[src/rtl/radix_converter_if.sv]
// Request/result bundle for radix_converter: operand and radix in, digit bus and status out.
interface radix_converter_if #(
  parameter int IN_W       = 16,
  parameter int DIGIT_W    = 4,
  parameter int NUM_DIGITS = 11
);
  localparam int CNT_W = $clog2(NUM_DIGITS + 1);

  logic                          en;
  logic [IN_W-1:0]               bin_in;
  logic [DIGIT_W:0]              radix;
  logic                          busy;
  logic                          done;
  logic [NUM_DIGITS*DIGIT_W-1:0] digits;
  logic [CNT_W-1:0]              digit_count;
  logic                          ovf;
  logic                          err;

  modport slave (
    input  en, bin_in, radix,
    output busy, done, digits, digit_count, ovf, err
  );

  modport master (
    output en, bin_in, radix,
    input  busy, done, digits, digit_count, ovf, err
  );
endinterface

[src/rtl/radix_converter.sv]
// Binary to radix-N converter (N = 2..2**DIGIT_W) by repeated division with a
// bit-serial restoring divider; digits are packed LSD-first.
module radix_converter #(
  parameter int IN_W       = 16,
  parameter int DIGIT_W    = 4,
  parameter int NUM_DIGITS = 11
) (
  input  logic              clk,
  input  logic              rst_n,
  radix_converter_if.slave  bus
);

  localparam int CNT_W = $clog2(NUM_DIGITS + 1);
  localparam int BIT_W = $clog2(IN_W + 1);

  localparam logic [DIGIT_W:0] RADIX_MIN = {{(DIGIT_W-1){1'b0}}, 2'b10};
  localparam logic [DIGIT_W:0] RADIX_MAX = {1'b1, {DIGIT_W{1'b0}}};
  localparam logic [BIT_W-1:0] LAST_BIT  = BIT_W'(IN_W - 1);
  localparam logic [CNT_W-1:0] LAST_K    = CNT_W'(NUM_DIGITS - 1);

  typedef enum logic [1:0] {
    S_IDLE  = 2'd0,
    S_DIV   = 2'd1,
    S_STORE = 2'd2,
    S_DONE  = 2'd3
  } state_t;

  state_t                        r_state;
  state_t                        w_next;
  logic [IN_W-1:0]               r_dividend;
  logic [DIGIT_W:0]              r_divisor;
  logic [DIGIT_W:0]              r_rem;
  logic [BIT_W-1:0]              r_bitcnt;
  logic [CNT_W-1:0]              r_k;
  logic [NUM_DIGITS*DIGIT_W-1:0] r_digits;
  logic                          r_busy;
  logic                          r_done;
  logic                          r_ovf;
  logic                          r_err;

  logic                          w_accept;
  logic                          w_illegal;
  logic [DIGIT_W:0]              w_rem_shift;
  logic                          w_rem_ge;
  logic [DIGIT_W:0]              w_rem_new;
  logic                          w_quot_zero;
  logic                          w_k_last;
  logic                          w_busy_d;
  logic                          w_done_d;

  assign w_accept    = (r_state == S_IDLE) && bus.en;
  assign w_illegal   = (bus.radix < RADIX_MIN) || (bus.radix > RADIX_MAX);
  // Remainder stays below the divisor (<= 2**DIGIT_W), so its top bit is always free to shift into.
  assign w_rem_shift = {r_rem[DIGIT_W-1:0], r_dividend[IN_W-1]};
  assign w_rem_ge    = (w_rem_shift >= r_divisor);
  assign w_rem_new   = w_rem_ge ? (w_rem_shift - r_divisor) : w_rem_shift;
  assign w_quot_zero = (r_dividend == {IN_W{1'b0}});
  assign w_k_last    = (r_k == LAST_K);

  // State register
  always_ff @(posedge clk or negedge rst_n) begin
    if (!rst_n) begin
      r_state <= S_IDLE;
    end else begin
      r_state <= w_next;
    end
  end

  // Next-state logic
  always_comb begin
    w_next = r_state;
    case (r_state)
      S_IDLE: begin
        if (bus.en) begin
          w_next = w_illegal ? S_DONE : S_DIV;
        end else begin
          w_next = S_IDLE;
        end
      end
      S_DIV: begin
        if (r_bitcnt == LAST_BIT) begin
          w_next = S_STORE;
        end else begin
          w_next = S_DIV;
        end
      end
      S_STORE: begin
        if (w_quot_zero || w_k_last) begin
          w_next = S_DONE;
        end else begin
          w_next = S_DIV;
        end
      end
      S_DONE:  w_next = S_IDLE;
      default: w_next = S_IDLE;
    endcase
  end

  // Output decode from the upcoming state so the registered flags line up with it
  always_comb begin
    w_busy_d = 1'b0;
    w_done_d = 1'b0;
    case (w_next)
      S_IDLE:  begin w_busy_d = 1'b0; w_done_d = 1'b0; end
      S_DIV:   begin w_busy_d = 1'b1; w_done_d = 1'b0; end
      S_STORE: begin w_busy_d = 1'b1; w_done_d = 1'b0; end
      S_DONE:  begin w_busy_d = 1'b1; w_done_d = 1'b1; end
      default: begin w_busy_d = 1'b0; w_done_d = 1'b0; end
    endcase
  end

  // Registered status outputs
  always_ff @(posedge clk or negedge rst_n) begin
    if (!rst_n) begin
      r_busy <= 1'b0;
      r_done <= 1'b0;
    end else begin
      r_busy <= w_busy_d;
      r_done <= w_done_d;
    end
  end

  // Divider datapath and digit packing
  always_ff @(posedge clk or negedge rst_n) begin
    if (!rst_n) begin
      r_dividend <= {IN_W{1'b0}};
      r_divisor  <= {(DIGIT_W+1){1'b0}};
      r_rem      <= {(DIGIT_W+1){1'b0}};
      r_bitcnt   <= {BIT_W{1'b0}};
      r_k        <= {CNT_W{1'b0}};
      r_digits   <= {(NUM_DIGITS*DIGIT_W){1'b0}};
      r_ovf      <= 1'b0;
      r_err      <= 1'b0;
    end else if (w_accept) begin
      r_dividend <= bus.bin_in;
      r_divisor  <= bus.radix;
      r_rem      <= {(DIGIT_W+1){1'b0}};
      r_bitcnt   <= {BIT_W{1'b0}};
      r_k        <= {CNT_W{1'b0}};
      r_digits   <= {(NUM_DIGITS*DIGIT_W){1'b0}};
      r_ovf      <= 1'b0;
      r_err      <= w_illegal;
    end else if (r_state == S_DIV) begin
      r_rem      <= w_rem_new;
      r_dividend <= {r_dividend[IN_W-2:0], w_rem_ge};
      r_bitcnt   <= r_bitcnt + {{(BIT_W-1){1'b0}}, 1'b1};
    end else if (r_state == S_STORE) begin
      for (int i = 0; i < NUM_DIGITS; i++) begin
        if (r_k == CNT_W'(i)) begin
          r_digits[i*DIGIT_W +: DIGIT_W] <= r_rem[DIGIT_W-1:0];
        end
      end
      r_k      <= r_k + {{(CNT_W-1){1'b0}}, 1'b1};
      r_rem    <= {(DIGIT_W+1){1'b0}};
      r_bitcnt <= {BIT_W{1'b0}};
      r_ovf    <= !w_quot_zero && w_k_last;
    end else begin
      r_rem <= r_rem;
    end
  end

  // The digit index doubles as the digit count once a digit has been stored
  assign bus.busy        = r_busy;
  assign bus.done        = r_done;
  assign bus.digits      = r_digits;
  assign bus.digit_count = r_k;
  assign bus.ovf         = r_ovf;
  assign bus.err         = r_err;

endmodule
[src/flat_wrapper.sv]
// flat-port wrapper written by rule: the top's interface ports become plain ports
module radix_converter_flat 
#(
  parameter int IN_W       = 16,
  parameter int DIGIT_W    = 4,
  parameter int NUM_DIGITS = 11
)
  (clk, rst_n, bus_en, bus_bin_in, bus_radix, bus_busy, bus_done, bus_digits, bus_digit_count, bus_ovf, bus_err);
  radix_converter_if #(.IN_W(IN_W), .DIGIT_W(DIGIT_W), .NUM_DIGITS(NUM_DIGITS)) bus_i ();
  input  logic clk;
  input  logic rst_n;
  input wire logic [$bits(bus_i.en)-1:0] bus_en;
  input wire logic [$bits(bus_i.bin_in)-1:0] bus_bin_in;
  input wire logic [$bits(bus_i.radix)-1:0] bus_radix;
  output wire logic [$bits(bus_i.busy)-1:0] bus_busy;
  output wire logic [$bits(bus_i.done)-1:0] bus_done;
  output wire logic [$bits(bus_i.digits)-1:0] bus_digits;
  output wire logic [$bits(bus_i.digit_count)-1:0] bus_digit_count;
  output wire logic [$bits(bus_i.ovf)-1:0] bus_ovf;
  output wire logic [$bits(bus_i.err)-1:0] bus_err;
  assign bus_i.en = bus_en;
  assign bus_i.bin_in = bus_bin_in;
  assign bus_i.radix = bus_radix;
  assign bus_busy = bus_i.busy;
  assign bus_done = bus_i.done;
  assign bus_digits = bus_i.digits;
  assign bus_digit_count = bus_i.digit_count;
  assign bus_ovf = bus_i.ovf;
  assign bus_err = bus_i.err;
  radix_converter #(.IN_W(IN_W), .DIGIT_W(DIGIT_W), .NUM_DIGITS(NUM_DIGITS)) u_core (.clk(clk), .rst_n(rst_n), .bus(bus_i));
endmodule
[config.mk]
export PLATFORM = sky130hd
export DESIGN_NAME = radix_converter_flat
export DESIGN_NICKNAME = d
export VERILOG_FILES = /design/src/rtl/radix_converter_if.sv /design/src/rtl/radix_converter.sv /design/src/flat_wrapper.sv
export SDC_FILE = /design/constraint.sdc
export NUM_CORES = 1
export LEC_CHECK = 0
export ABC_AREA = 1
export CELL_PAD_IN_SITES_DETAIL_PLACEMENT = 1
export CELL_PAD_IN_SITES_GLOBAL_PLACEMENT = 2
export CORE_MARGIN = 8
export CORE_UTILIZATION = 29
export CTS_CLUSTER_SIZE = 8
export DETAILED_ROUTE_END_ITERATION = 7
export GPL_ROUTABILITY_DRIVEN = 0
export MAX_ROUTING_LAYER = met4
export PLACE_DENSITY = 0.83
export SLEW_MARGIN = 10
export SYNTH_ARGS = -nofsm -noshare
export SYNTH_HDL_FRONTEND = slang
export SYNTH_SLANG_ARGS = --single-unit
[constraint.sdc]
create_clock -name clk -period 2.13 [get_ports clk]
set_input_delay 0.426 -clock clk [delete_from_list [all_inputs] [get_ports clk]]
set_output_delay 0.426 -clock clk [all_outputs]
set_load 0.005 [all_outputs]
Word level (Yosys, flattened, before mapping)
Index checks and enable logic that the tools add are counted.
- add/sub/neg operators: 3
- magnitude comparators: 3
- equal/unequal tests: 18
- muxes and demuxes: 35
- reduce and logical (&&, ||, !) cells: 37
- operators by type and width (cell ; count):
    two-way mux 44 bit ; 3
    two-way mux 4 bit ; 17
    AND reduction 3 bit ; 11
    two-way mux 16 bit ; 2
    nonzero test 2 bit ; 13
    equality test 4 x 3 -> 1 bit, second input constant ; 4
    zero test 16 bit ; 1
    two-way mux 5 bit ; 3
    equality test 4 bit, second input constant ; 3
    equality test 2 bit, second input constant ; 4
    equality test 4 x 2 -> 1 bit, second input constant ; 2
    two-way mux 2 bit ; 4
    one-hot mux 2 bit (4 select lines) ; 1
    OR reduction 3 bit ; 2
    adder 5 x 1 -> 5 bit, second input constant ; 1
    equality test 5 x 4 -> 1 bit, second input constant ; 1
    >= comparator 5 bit ; 1
    > comparator 5 bit, second input constant ; 1
    less-than comparator 5 x 2 -> 1 bit, second input constant ; 1
    adder 4 x 1 -> 4 bit, second input constant ; 1
    equality test 2 x 1 -> 1 bit, second input constant ; 2
    equality test 4 x 1 -> 1 bit, second input constant ; 1
    zero test 2 bit ; 2
    zero test 4 bit ; 1
    9 further kinds ; 14
- register bits after elaboration: 84
- input port bits: 24
- output and inout bits: 52
- word-level logic and storage cells: 117

Depth between registers and ports, before layout
- word-level depth: 8
- mapped depth: 11
- mapped depth without buffers: 11

Worst setup path after synthesis
Ideal clock, no wire load.
- path type: reg-to-reg
- from: register u_core.r_state[0]
- to: register u_core.r_digits[31] (netlist: u_core.bus.digits[31])
- setup time: 130 ps
- arrival time: 1493 ps
- data required time: 2000 ps
- slack: 506 ps
- cell stages (with the launch flop): 11
- path buffers: 0
- clock period less this slack: 1624 ps
- cell sequence: dfrtp_1 inv_1 ha_1 nand2_4 inv_4 o21ai_4 inv_6 nand2_8 nor2_4 nor2_8 o21ai_0
- word-level cells in the longest chain between the ends: 4
- elaborated cells on any way between the ends: 9
- classes of those cells: eq/ne: 3; mux: 1; reduce/logical: 5
- RTL lines (what ; RTL line ; text):
    start, declared ; radix_converter.sv:28 ; state_t r_state;
    start signal, assigned ; radix_converter.sv:65 ; r_state <= w_next;
    zero test 2 bit ; radix_converter.sv:51 ; assign w_accept = (r_state == S_IDLE) && bus.en;
    logical AND 1 bit ; radix_converter.sv:51 ;
    inequality test 2 x 1 -> 1 bit (no source line) / nonzero test 2 bit (equally long branches) ; -- ;
    AND reduction 3 bit (no source line) ; -- ;
    end signal, assigned ; radix_converter.sv:131 ; r_digits <= {(NUM_DIGITS*DIGIT_W){1'b0}};
    end signal, assigned ; radix_converter.sv:140 ; r_digits <= {(NUM_DIGITS*DIGIT_W){1'b0}};
    end signal, assigned by index ; radix_converter.sv:150 ; r_digits[i*DIGIT_W +: DIGIT_W] <= r_rem[DIGIT_W-1:0];
    end, declared ; radix_converter.sv:35 ; logic [NUM_DIGITS*DIGIT_W-1:0] r_digits;
Parallel ways exist; a longest one is shown, timed or not.
A chain may end at the register's enable or synchronous reset.

Worst setup path in the final report
- from: register u_core.r_state[1]
- to: register u_core.r_digits[3] (netlist: u_core.bus.digits[3])
The elaborated chain is that of the path after synthesis.

==> impl_metrics.ini <==
[clock_network]
cts_tree = yes
clockBufferDepth = 2
cts-root-buf = clkbuf_16
cts_buffers = 9
cts.clk_slew.worst_paths_ns = 0.06
worstSkewPairLatency_ns = 0.34
cts_sinks = 84
post_cts_buffers = 0
htree_levels = 3

[global_route]
track_usage_pct = 13.43
grt_overflow = 0
grt_max_degree = 51
antenna_found_initial = 0
grt_pass1_wl_um = 18940
grt_pass1_vias = 3627

[logic_synthesis]
synthCells = 430
yosys_warnings = 0
synth.distinct_cells = 32
synth.area.top_cells = dfrtp_1 53%, nand2_1 11%, o21ai_0 6.5%
ys_seq_area_share_pct = 52.86
syn_area_um2 = 3976
synth-seq-cells = 84
avgSynthCellArea_um2 = 9.247
synth_fp_nets = 470
netlist.area_leader.share_pct = 52.86
netlist.top_cell.by_area = dfrtp_1

[detailed_routing]
finalWirelength_um = 10890
dr_total_vias = 3224
dr.pass1.iters = 4
drc = 0
ant_nets = 0
wl_per_cell_um = 15.45
via_per_inst = 4.573
first_iter_violations = 130

[floorplanning]
die_h_um = 133.1
fp.dieW_um = 133.1
start_util_pct = 29.91
die_area_um2 = 17710
placementRows = 42
core_area_um2 = 13300
design.portCount = 76

[timing]
hold_viol = 0
report.final.slew_viol_count = 0
finalSetupViolCount = 0
fin_crit_sh_pct = 86.43
worst_pin_slew_ns = 0.5517
period_needed_ns = 1.841
skew_ns = 0.005649
fin_tns_setup_ns = 0
maxSlewHeadroom_pct = 63.00
fmax_mhz = 543.2
rsz0062_at_grt = no

[finish]
multiInputGateArea_um2 = 1630
area_growth_pct = 33.79
seqCellArea_um2 = 2102
final_core_util_pct = 40.02
drive_above_1_share_pct = 10.21
fillCellCount = 1544
diodes = 0
fin_nets = 564

[worst_setup_path]
crit_path_end_kind = flip-flop
worstPathRequired_ns = 2.38
crit_slowest_cell = o31ai_2
cp_max_fo = 8
critPathKind = flip-flop to flip-flop
arrival_ns = 2.09
rr_worst_depth = 7
rr_startpoint = u_core.r_state[1]
worst_setup_path_start_kind = flip-flop
r2r_slack_ns = 0.29
crit_chain = inv_1 -> ha_1 -> inv_2 -> o21ai_4 -> o31ai_2 -> nand2_1 -> o21ai_0
critPathMaxStageDelay_ns = 0.48
r2r_end = u_core.bus.digits[3]

[flow_run]
maxCapViolations = 0

[pwr]
cellLeakagePower_uw = 0.002364
pwr_density_cell_nw_per_um2 = 1413
ir_worst_vdd_uv = 385.3

[placed_design]
dpl.hpwl_um = 8431
portBuffers = 75

[status]
outcome = finished, final reports clean

[min_path]
hold_path.class = input pin to async pin
layout by cell type, fill, tap and decap left out, drive strengths merged:
cell,count
o31ai,3
nand3,13
a21oi,10
xnor2,1
o21ai,60
dlygate4sd3,1
xor2,2
nand4,1
clkinv,3
nand2,123
o211ai,8
clkdlybuf4s50,74
dfrtp,84
ha,15
fa,1
buf,11
o22ai,4
inv,59
a22o,1
or2,1
clkinvlp,2
nor2,31
a31oi,3
o221ai,4
nor3,3
clkbuf,11
how the worst max path moves through the flow:
| stage | from | to | slack (ns) | depth (start not counted) |
|---|---|---|---|---|
| final | u_core.r_state[1] | u_core.bus.digits[3] | 0.29 | 7 |
| after global routing | u_core.r_state[1] | u_core.bus.digits[3] | 0.07 | 7 |
| after CTS | u_core.r_state[1] | u_core.bus.digits[3] | 0.25 | 7 |
| after detailed placement | bus_en | u_core.bus.digits[24] | 0.03 | 7 |
| after global placement | bus_en | u_core.bus.digits[33] | 0.08 | 7 |
| after floorplan | u_core.r_state[0] | u_core.bus.digits[31] | 0.51 | 10 |
timing repair:
action,4_1_cts,5_1_grt
setup endpoints to repair,0,0
hold buffers,1,0
resized for setup,0,0
hold endpoints to repair,1,0
synthesized netlist by cell type, drive strengths merged:
cell,n
o221ai,4
o21ai,60
a31oi,3
fa,1
a22o,1
xor2,2
o31ai,3
nand3,13
o22ai,4
a21oi,10
nand2,123
xnor2,1
or2,1
o211ai,8
buf,3
ha,15
inv,59
dfrtp,84
nand4,1
nor2,31
nor3,3
area by class of cell:
class,instances,share of cell area (%)
Tap cell,176,4.139
Clock inverter,5,0.7056
Timing Repair Buffer,86,16.13
Sequential cell,84,39.51
Multi-Input combinational cell,284,30.64
Inverter,59,4.304
Clock buffer,11,4.563
registers in the layout, summed over array words and instances, names as in the netlist, 2 cells and up:
name / flops
u_core.bus.digits: 44
u_core.r_dividend: 16
u_core.r_bitcnt: 5
u_core.r_divisor: 5
u_core.bus.digit_count: 4
u_core.r_rem: 4
u_core.r_state: 2
logic make-up (layout without fill, tap and decap cells):
kind of cell,count (synthesis),in the layout,share of synthesized area [%]
and+or+nand+nor,172,172,19.38
AOI/OAI and AO/OA,93,93,15.73
adders and majority gates,16,16,5.223
buffers and inverters,62,161,6.136
DFF,84,84,52.86
xor gates and xnor gates,3,3,0.6609
power by group:
group	switching (µW)	leakage [µW]	internal, µW
combinational	1850	0.00111	1540
sequential	410	0.00112	2240
clock	651	0.000132	824
worst max-delay path: cells and delay by family, from the launching register on:
kind	cells	cell delay, ns
compound gates	3	0.74
flops	1	0.35
fa+ha+maj	1	0.30
buf+inv	2	0.23
simple gates	1	0.13
metal layers:
layer	part of all wire, %	track usage (%)
met5	0	-
met2	47	20.97
met3	3.8	2.744
met1	48	16.75
met4	1.5	5.427
per-stage QoR:
step                setup WS (ns)  std cells  instance area, µm²  hold slack [ns]  power, µW
global route              0.07235        705                5320           0.4341       8158
finish                     0.2890        705                5320           0.4257       7516
detailed placement        0.02771        688                5030           0.2252       6135
global placement          0.07758        688                5030           0.2271       5987
CTS                        0.2534        705                5320           0.4164       7658
floorplan                  0.5063        430                3976           0.1304       4429
(Power assumes the default switching activity.)
